`src/rtl/triangle_setup.sv`:
```
`default_nettype none
// ============================================================================
// Module   : triangle_setup
// Purpose  : Triangle setup stage ahead of the rasterizer. Accepts one
//            triangle at a time, computes twice its signed screen area,
//            discards degenerate triangles (and, when enabled, back-facing
//            ones) and produces the reciprocal area in fixed point through a
//            bit-serial restoring divider.
// Config   : TRI_SETUP_BACKFACE_CULL_EN - when defined, triangles with a
//            negative area_x2 are discarded and counted like zero-area ones.
// Ports    : axi_aclk / axi_aresetn  clock, async active-low reset
//            in_valid / in_ready     upstream triangle handshake
//            in_xy [50:0]            {v3y,v3x,v2y,v2x,v1y,v1x}, x 9b, y 8b
//            in_attr [55:0]          {z3,z2,z1,color}, passed through
//            out_valid / out_ready   rasterizer handshake
//            out_xy / out_attr       registered copy of the accepted triangle
//            out_inv_area [31:0]     floor(2^FRAC_BITS / |area_x2|)
//            busy                    high whenever not idle
//            drop_count              saturating count of discarded triangles
// Revision : 1.0 - initial release
// ============================================================================
module triangle_setup #(
  parameter int FRAC_BITS  = 24,
  parameter int DROP_CNT_W = 16
) (
  input  logic                  axi_aclk,
  input  logic                  axi_aresetn,
  input  logic                  in_valid,
  output logic                  in_ready,
  input  logic [50:0]           in_xy,
  input  logic [55:0]           in_attr,
  output logic                  out_valid,
  input  logic                  out_ready,
  output logic [50:0]           out_xy,
  output logic [55:0]           out_attr,
  output logic [31:0]           out_inv_area,
  output logic                  busy,
  output logic [DROP_CNT_W-1:0] drop_count
);

  // Quotient holds 2^FRAC_BITS exactly when |area_x2| == 1, hence one extra bit.
  localparam int C_QUO_W = FRAC_BITS + 1;
  localparam int C_CNT_W = $clog2(C_QUO_W);

  typedef enum logic [1:0] {
    S_IDLE = 2'd0,
    S_AREA = 2'd1,
    S_DIV  = 2'd2,
    S_OUT  = 2'd3
  } state_t;

  state_t                r_state;
  logic                  r_in_ready;
  logic                  r_busy;
  logic                  r_out_valid;
  logic [50:0]           r_xy;
  logic [55:0]           r_attr;
  logic [31:0]           r_inv;
  logic [DROP_CNT_W-1:0] r_drop;
  logic [20:0]           r_div;   // |area_x2|
  logic [20:0]           r_rem;   // partial remainder, always < r_div
  logic [C_QUO_W-1:0]    r_dvd;   // dividend bits shift out the top, quotient bits in the bottom
  logic [C_CNT_W-1:0]    r_cnt;

  // --------------------------------------------------------------------------
  // Twice the signed area. Operands are widened to 21 bits before the
  // multiply so every partial product is formed at full result width.
  // --------------------------------------------------------------------------
  logic signed [20:0] w_x1, w_y1, w_x2, w_y2, w_x3, w_y3;
  logic signed [20:0] w_area;
  logic        [20:0] w_abs;
  logic               w_drop;

  assign w_x1 = {12'd0, r_xy[8:0]};
  assign w_y1 = {13'd0, r_xy[16:9]};
  assign w_x2 = {12'd0, r_xy[25:17]};
  assign w_y2 = {13'd0, r_xy[33:26]};
  assign w_x3 = {12'd0, r_xy[42:34]};
  assign w_y3 = {13'd0, r_xy[50:43]};

  assign w_area = w_x1 * (w_y2 - w_y3)
                + w_x2 * (w_y3 - w_y1)
                + w_x3 * (w_y1 - w_y2);

  assign w_abs = w_area[20] ? -w_area : w_area;

`ifdef TRI_SETUP_BACKFACE_CULL_EN
  assign w_drop = (w_area == 21'sd0) || w_area[20];
`else
  assign w_drop = (w_area == 21'sd0);
`endif

  // --------------------------------------------------------------------------
  // One restoring-division step: bring down the next dividend bit, subtract
  // the divisor when it fits. The difference is below r_div, so 21 bits hold it.
  // --------------------------------------------------------------------------
  logic [21:0] w_rem_sh;
  logic        w_ge;
  logic [20:0] w_rem_nx;

  assign w_rem_sh = {r_rem, r_dvd[C_QUO_W-1]};
  assign w_ge     = (w_rem_sh >= {1'b0, r_div});
  assign w_rem_nx = w_ge ? 21'(w_rem_sh - {1'b0, r_div}) : w_rem_sh[20:0];

  always_ff @(posedge axi_aclk or negedge axi_aresetn) begin
    if (!axi_aresetn) begin
      r_state     <= S_IDLE;
      r_in_ready  <= 1'b0;
      r_busy      <= 1'b0;
      r_out_valid <= 1'b0;
      r_xy        <= '0;
      r_attr      <= '0;
      r_inv       <= '0;
      r_drop      <= '0;
      r_div       <= '0;
      r_rem       <= '0;
      r_dvd       <= '0;
      r_cnt       <= '0;
    end else begin
      case (r_state)
        S_IDLE: begin
          if (in_valid && r_in_ready) begin
            r_xy       <= in_xy;
            r_attr     <= in_attr;
            r_in_ready <= 1'b0;
            r_busy     <= 1'b1;
            r_state    <= S_AREA;
          end else begin
            // Also the first edge after reset release.
            r_in_ready <= 1'b1;
          end
        end

        S_AREA: begin
          if (w_drop) begin
            if (r_drop != {DROP_CNT_W{1'b1}}) begin
              r_drop <= r_drop + DROP_CNT_W'(1);
            end
            r_in_ready <= 1'b1;
            r_busy     <= 1'b0;
            r_state    <= S_IDLE;
          end else begin
            r_div   <= w_abs;
            r_rem   <= '0;
            r_dvd   <= {1'b1, {FRAC_BITS{1'b0}}};
            r_cnt   <= '0;
            r_state <= S_DIV;
          end
        end

        S_DIV: begin
          r_rem <= w_rem_nx;
          r_dvd <= {r_dvd[C_QUO_W-2:0], w_ge};
          r_cnt <= r_cnt + C_CNT_W'(1);
          if (r_cnt == C_CNT_W'(FRAC_BITS)) begin
            r_inv       <= 32'({r_dvd[C_QUO_W-2:0], w_ge});
            r_out_valid <= 1'b1;
            r_state     <= S_OUT;
          end
        end

        S_OUT: begin
          if (out_ready) begin
            r_out_valid <= 1'b0;
            r_in_ready  <= 1'b1;
            r_busy      <= 1'b0;
            r_state     <= S_IDLE;
          end
        end

        default: begin
          r_out_valid <= 1'b0;
          r_in_ready  <= 1'b0;
          r_busy      <= 1'b0;
          r_state     <= S_IDLE;
        end
      endcase
    end
  end

  assign in_ready     = r_in_ready;
  assign busy         = r_busy;
  assign out_valid    = r_out_valid;
  assign out_xy       = r_xy;
  assign out_attr     = r_attr;
  assign out_inv_area = r_inv;
  assign drop_count   = r_drop;

endmodule
`default_nettype wire

```
`config.mk`:
```
export PLATFORM = sky130hd
export DESIGN_NAME = triangle_setup
export DESIGN_NICKNAME = d
export VERILOG_FILES = /design/src/rtl/triangle_setup.sv
export SDC_FILE = /design/constraint.sdc
export NUM_CORES = 1
export LEC_CHECK = 0
export BUFFER_PORTS_ARGS = -buffer_cell sky130_fd_sc_hd__buf_2
export CAP_MARGIN = 20
export CORE_AREA = 2 2 279 281
export CTS_BUF_LIST = sky130_fd_sc_hd__clkbuf_8
export CTS_CLUSTER_DIAMETER = 50
export DETAILED_ROUTE_END_ITERATION = 6
export DIE_AREA = 0 0 281 283
export PLACE_DENSITY_LB_ADDON = 0.3
export REMOVE_ABC_BUFFERS = 1
export SLEW_MARGIN = 10
export SYNTH_ARGS = -nofsm -noshare
export SYNTH_HDL_FRONTEND = slang
export SYNTH_SLANG_ARGS = --single-unit
```
`constraint.sdc`:
```
create_clock -name axi_aclk -period 14.69 [get_ports axi_aclk]
set_input_delay 2.2035 -clock axi_aclk [delete_from_list [all_inputs] [get_ports axi_aclk]]
set_output_delay 2.2035 -clock axi_aclk [all_outputs]
set_load 0.02 [all_outputs]
```
-- Word-level counts from Yosys, hierarchy flattened
Index checks and enable logic that the tools add are counted.
- bits in registers: 225
- bits in latches: 0
- memory bits (writable): 0
- memory bits (read-only): 0
- input port bits: 111
- output and inout bits: 158
- memories: 0
- add/sub/neg operators: 9
- $mul: 3
- div/mod/pow operators: 0
- $lt $le $gt $ge: 1
- eq/ne operators: 10
- shift-type cells: 0
- mux-type cells: 23
- bitwise logic cells: 1
- reductions and logical operators: 15
- operators by type and width (cell ; count):
    2-to-1 mux 21 bit ; 3
    multiplier 10 x 9 -> 19 bit ; 3
    one-hot mux 25 bit (2 select lines) ; 1
    one-hot mux 21 bit (2 select lines) ; 1
    subtractor 8 x 8 -> 9 bit ; 3
    2-to-1 mux 25 bit ; 1
    >= comparator 22 x 21 -> 1 bit ; 1
    adder 20 x 19 -> 21 bit ; 1
    logical NOT 21 bit ; 1
    negator 21 bit ; 1
    subtractor 21 bit ; 1
    adder 19 x 19 -> 20 bit ; 1
    adder 16 x 1 -> 16 bit (second input constant) ; 1
    != test 16 bit (second input constant) ; 1
    AND reduction 3 bit ; 4
    != test 2 bit (second input constant) ; 5
    one-hot mux 5 bit (2 select lines) ; 1
    2-to-1 mux 2 bit ; 4
    one-hot mux 2 bit (4 select lines) ; 1
    AND reduction 2 bit ; 4
    2-to-1 mux 1 bit ; 7
    one-hot mux 1 bit (3 select lines) ; 2
    adder 5 x 1 -> 5 bit (second input constant) ; 1
    equality test 5 bit (second input constant) ; 1
    other kinds (10) ; 12

-- Longest topological paths before layout
- word-level depth: 7
- depth in mapped cells: 39
- depth with buffers taken out: 36

-- Least setup slack after synthesis
No wires, ideal clock.
- path kind: register -> register
- start point: register r_xy[11] (netlist: out_xy[11])
- end point: register r_div[19]
- data arrival time: 8920 ps
- data required time: 14548 ps
- setup slack: 5629 ps
- cell stages (with the launch flop): 34
- period minus slack after synthesis: 9061 ps
- cells stage by stage: dfrtp_1 -> inv_1 -> ha_1 -> nor2b_1 -> o21ai_0 -> nand2b_1 -> and2_1 -> o21ai_0 -> nand2_1 -> a21o_1 -> a21o_1 -> clkbuf_1 -> or2_2 -> fa_1 -> inv_1 -> fa_1 -> fa_1 -> inv_1 -> fa_1 -> fa_1 -> fa_1 -> inv_1 -> fa_1 -> ha_1 -> ha_1 -> nand3_1 -> or3_1 -> a21oi_2 -> mux2i_1 -> nand2_1 -> or3_1 -> or4_1 -> a21oi_1 -> a222oi_1
- word-level cells in the longest chain between the ends: 7
- elaborated cells on any way between the ends: 11
- those cells by class: 5 x add/sub; 2 x mul; 1 x mux; 1 x bitwise; 2 x reduce/logical
- RTL lines (element ; RTL line ; RTL):
    start: declaration ; 56 ; logic [50:0] r_xy;
    start signal: assignment ; 123 ; r_xy <= in_xy;
    subtractor 8 x 8 -> 9 bit ; 82 ; + w_x2 * (w_y3 - w_y1)
    multiplier 10 x 9 -> 19 bit ; 82 ;
    adder 19 x 19 -> 20 bit ; 82 ;
    adder 20 x 19 -> 21 bit (*) ; 83 ; + w_x3 * (w_y1 - w_y2);
    branches (longest 3 deep; another with negator 21 bit) ; - ;
    end signal: assignment ; 143 ; r_div <= w_abs;
    end: declaration ; 60 ; logic [20:0] r_div;
Mark *: on every way between the ends.
A chain may end at the register's enable or synchronous reset.

-- Worst setup path in the final report
- start point: register r_xy[10] (netlist: out_xy[10])
- end point: register r_cnt[1]
- word-level cells in the longest chain between the ends: 7
- elaborated cells on any way between the ends: 9
- those cells by class: 4 x add/sub; 2 x mul; 1 x eq/ne; 2 x reduce/logical
- RTL lines (element ; RTL line ; RTL):
    subtractor 8 x 8 -> 9 bit ; 82 ;
    multiplier 10 x 9 -> 19 bit ; 82 ;
    adder 19 x 19 -> 20 bit ; 82 ;
    adder 20 x 19 -> 21 bit (*) ; 83 ;
    logical NOT 21 bit (*) ; 90 ; assign w_drop = (w_area == 21'sd0);
    != test 2 bit (no line) (*) ; - ;
    AND reduction 2 bit (no line) (*) ; - ;
    end signal: assignment ; 154 ; r_cnt <= r_cnt + C_CNT_W'(1);
    end: declaration ; 63 ; logic [C_CNT_W-1:0] r_cnt;
Every way passes the cells marked *; elsewhere a longest branch is shown, timed or not.

==> qor.yml <==
status:
  status: "complete, no violations"
detailed_routing:
  dr_wl_met2_um: 27060
  drt-met1-wl_um: 23460
  detail_route.wirelength_um: 53770
  drtAntennaViolNets: 0
  wl_per_cell_um: 15.92
  route.vias.total: 14980
  drc: 0
  routed_via_density: 4.437
  highest_layer: "met5"
  drt_iter0_markers: 678
  first_pass_iters: 4
  wl_met3_um: 2024
place:
  hpwl_um: 43440
  io_buffers: 261
  gp_congestion: 0.8405
synthesis:
  synth_edf_count: 0
  muxShareOfSynthArea_pct: 6.765
  avgSynthCellArea_um2: 10.04
  synth_xor_area_share_pct: 3.456
  yosys.area.top_type_share_pct: 27.43
  syn-cell-area_um2: 20530
  ys_types: 72
  synth_compound_area_share_pct: 8.441
  synth-simple-area-share_pct: 14.35
  yosys_warnings: 0
  synth_commonest_cells: "inv_1 (301), dfrtp_1 (225), fa_1 (219)"
  async_flop_share_pct: 100.0
  syn_inst: 2044
  synth_top_family_by_area: "adder cells"
  yosysSeqAreaShare_pct: 27.43
  ys_ff_latch: 225
  synth-adder-area-share_pct: 32.51
  synth_flop_cell: "dfrtp_1"
  synth.most_common_cell: "inv_1"
  yosys-top-cells-area: "dfrtp_1 (27%), fa_1 (21%), ha_1 (11%)"
  synth_top_area_cell: "dfrtp_1"
worst_setup_path:
  cp_num_buf_inv: 4
  cp_top_family: "adder cells"
  startpoint_type: "flop"
  cp_common_cell: "fa_1"
  worstSetupEndpointType: "flop"
  arrival_ps: 11060
  slowest_stage: "and2_2"
  critPathMaxFanout: 45
  required_ps: 15220
  max_stage_delay_ps: 690
  path_class: "reg2reg"
clock_tree:
  cts.clk_slew.worst_paths_ps: 60
  cts_resized: 0
  post-cts-setup-buffer-count: 0
  cts_tree: "built"
  htree_levels: 2
  cts.path.max_buffers: 3
  clk_latency_ps: 630
  root_buffer: "clkbuf_8"
  cts_made_buffers: 46
  ctsHoldBuffers: 0
  clock-sinks: 225
timing:
  slew_viol_final: 0
  worst_pin_slew_ps: 1102
  rsz0062_at_grt: "false"
  setup_violations: 0
  max_freq_ghz: 0.09500
  fin_crit_sh_pct: 71.65
  clock_skew_ps: 34.76
  tns_ps: 0
  final-hold-violation-count: 0
  maxSlewHeadroom_pct: 25.97
  period_minus_slack_ps: 10530
global_route:
  grt_max_degree: 97
  grt_pass1_wl_um: 88550
  antenna_found_initial: 4
  globalRouteTotalUtil_pct: 13.82
  gr-total-overflow: 0
  grt_pass1_vias: 16140
floorplanning:
  die_w_um: 281
  fp.coreArea_um2: 76700
  dieArea_um2: 79520
  ios: 269
  die_y_um: 283
  rows: 102
  start_util_pct: 26.77
cells_and_area:
  area_growth_pct: 16.55
  filler_cell_count: 7957
  nets: 2815
  layout-drive-gt1-share_pct: 20.63
worst_hold_path:
  min_path_type: "reg2reg"
run:
  drv_cap: 0
==> per-layer routing <==
layer | global-route usage, % | vias up
met5 | 0 | -
met4 | 3.516 | 2
met3 | 2.317 | 79
met2 | 23.94 | 234
met1 | 17.74 | 7517
li1 | - | 7151
==> metrics by stage <==
stage / util [%] / cells / hold WS, ps / worst slack (ps) / instance area [um^2]
3_5_place_dp: 29.94 / 3294 / 478.1 / 4107 / 22960
5_1_grt: 31.20 / 3377 / 511.3 / 3440 / 23930
2_1_floorplan: - / 1980 / 471.0 / 3590 / 20240
4_1_cts: 31.19 / 3376 / 493.2 / 4088 / 23930
6_report: 31.20 / 3377 / 492.5 / 4164 / 23930
3_3_place_gp: 29.94 / 3294 / 471.2 / 4281 / 22960
==> sequential cells by signal (all words and copies together), names as in the netlist, named ones only <==
register      cells
in_ready          1
out_valid         1
r_state           1
out_xy           51
r_div            21
r_dvd            25
out_inv_area     25
r_cnt             5
out_attr         56
drop_count       16
busy              1
r_rem            21
==> kinds of logic (layout without fill, tap and decap cells) <==
kind of cell             count (synthesis)  in the layout
AO/OA/AOI/OAI                          268            268
adder cells (fa/ha/maj)                402            402
AND/OR/NAND/NOR                        571            571
multiplexers                           125            125
XOR/XNOR                                81             81
buffers and inverters                  371            657
flip-flops                             225            225
other                                    1              8
==> cell usage in the layout, fill, tap and decap left out, drive strengths merged, types with 11 or more instances in the layout <==
master / instances
fa: 219
nand3: 30
xor2: 27
nand2: 155
xnor2: 54
a21o: 18
o21a: 11
dfrtp: 225
mux2i: 15
a221o: 20
buf: 274
mux2: 110
o21ai: 93
clkbuf: 55
nor3: 20
and2: 123
ha: 183
nand2b: 24
nor2b: 63
nor2: 100
inv: 316
a21oi: 67
==> path summary, 6_finish.rpt <==
path / from / endpoint / slack (ps) / depth (start not counted)
worst max-delay path: out_xy[10]$_DFFE_PN0P_ / r_cnt[1]$_DFFE_PN0P_ / 4160 / 32
worst min-delay path: drop_count[4]$_DFFE_PN0P_ / drop_count[4]$_DFFE_PN0P_ / 490 / 1
worst max register to register: out_xy[10]$_DFFE_PN0P_ / r_cnt[1]$_DFFE_PN0P_ / 4160 / 32
worst min register to register: drop_count[4]$_DFFE_PN0P_ / drop_count[4]$_DFFE_PN0P_ / 490 / 1
max in group asynchronous: axi_aresetn / out_xy[39]$_DFFE_PN0P_ / 11600 / 2
min in group asynchronous: axi_aresetn / r_dvd[21]$_DFFE_PN0P_ / 1610 / 1
==> area by class of cell <==
class,count,area (um^2),area share (%)
repair buffers,274,1414,5.909
clock inverters,27,205.2,0.8576
inverters,301,1130,4.722
diodes,1,2.502,0.01046
multi-input cells,1454,13490,56.37
flip-flops and latches,225,5630,23.53
clock buffers,55,757.0,3.164
well taps,1040,1301,5.438
Power is not shown: default switching activity piles up to over one toggle a cycle in this logic, so the estimate is an artifact.
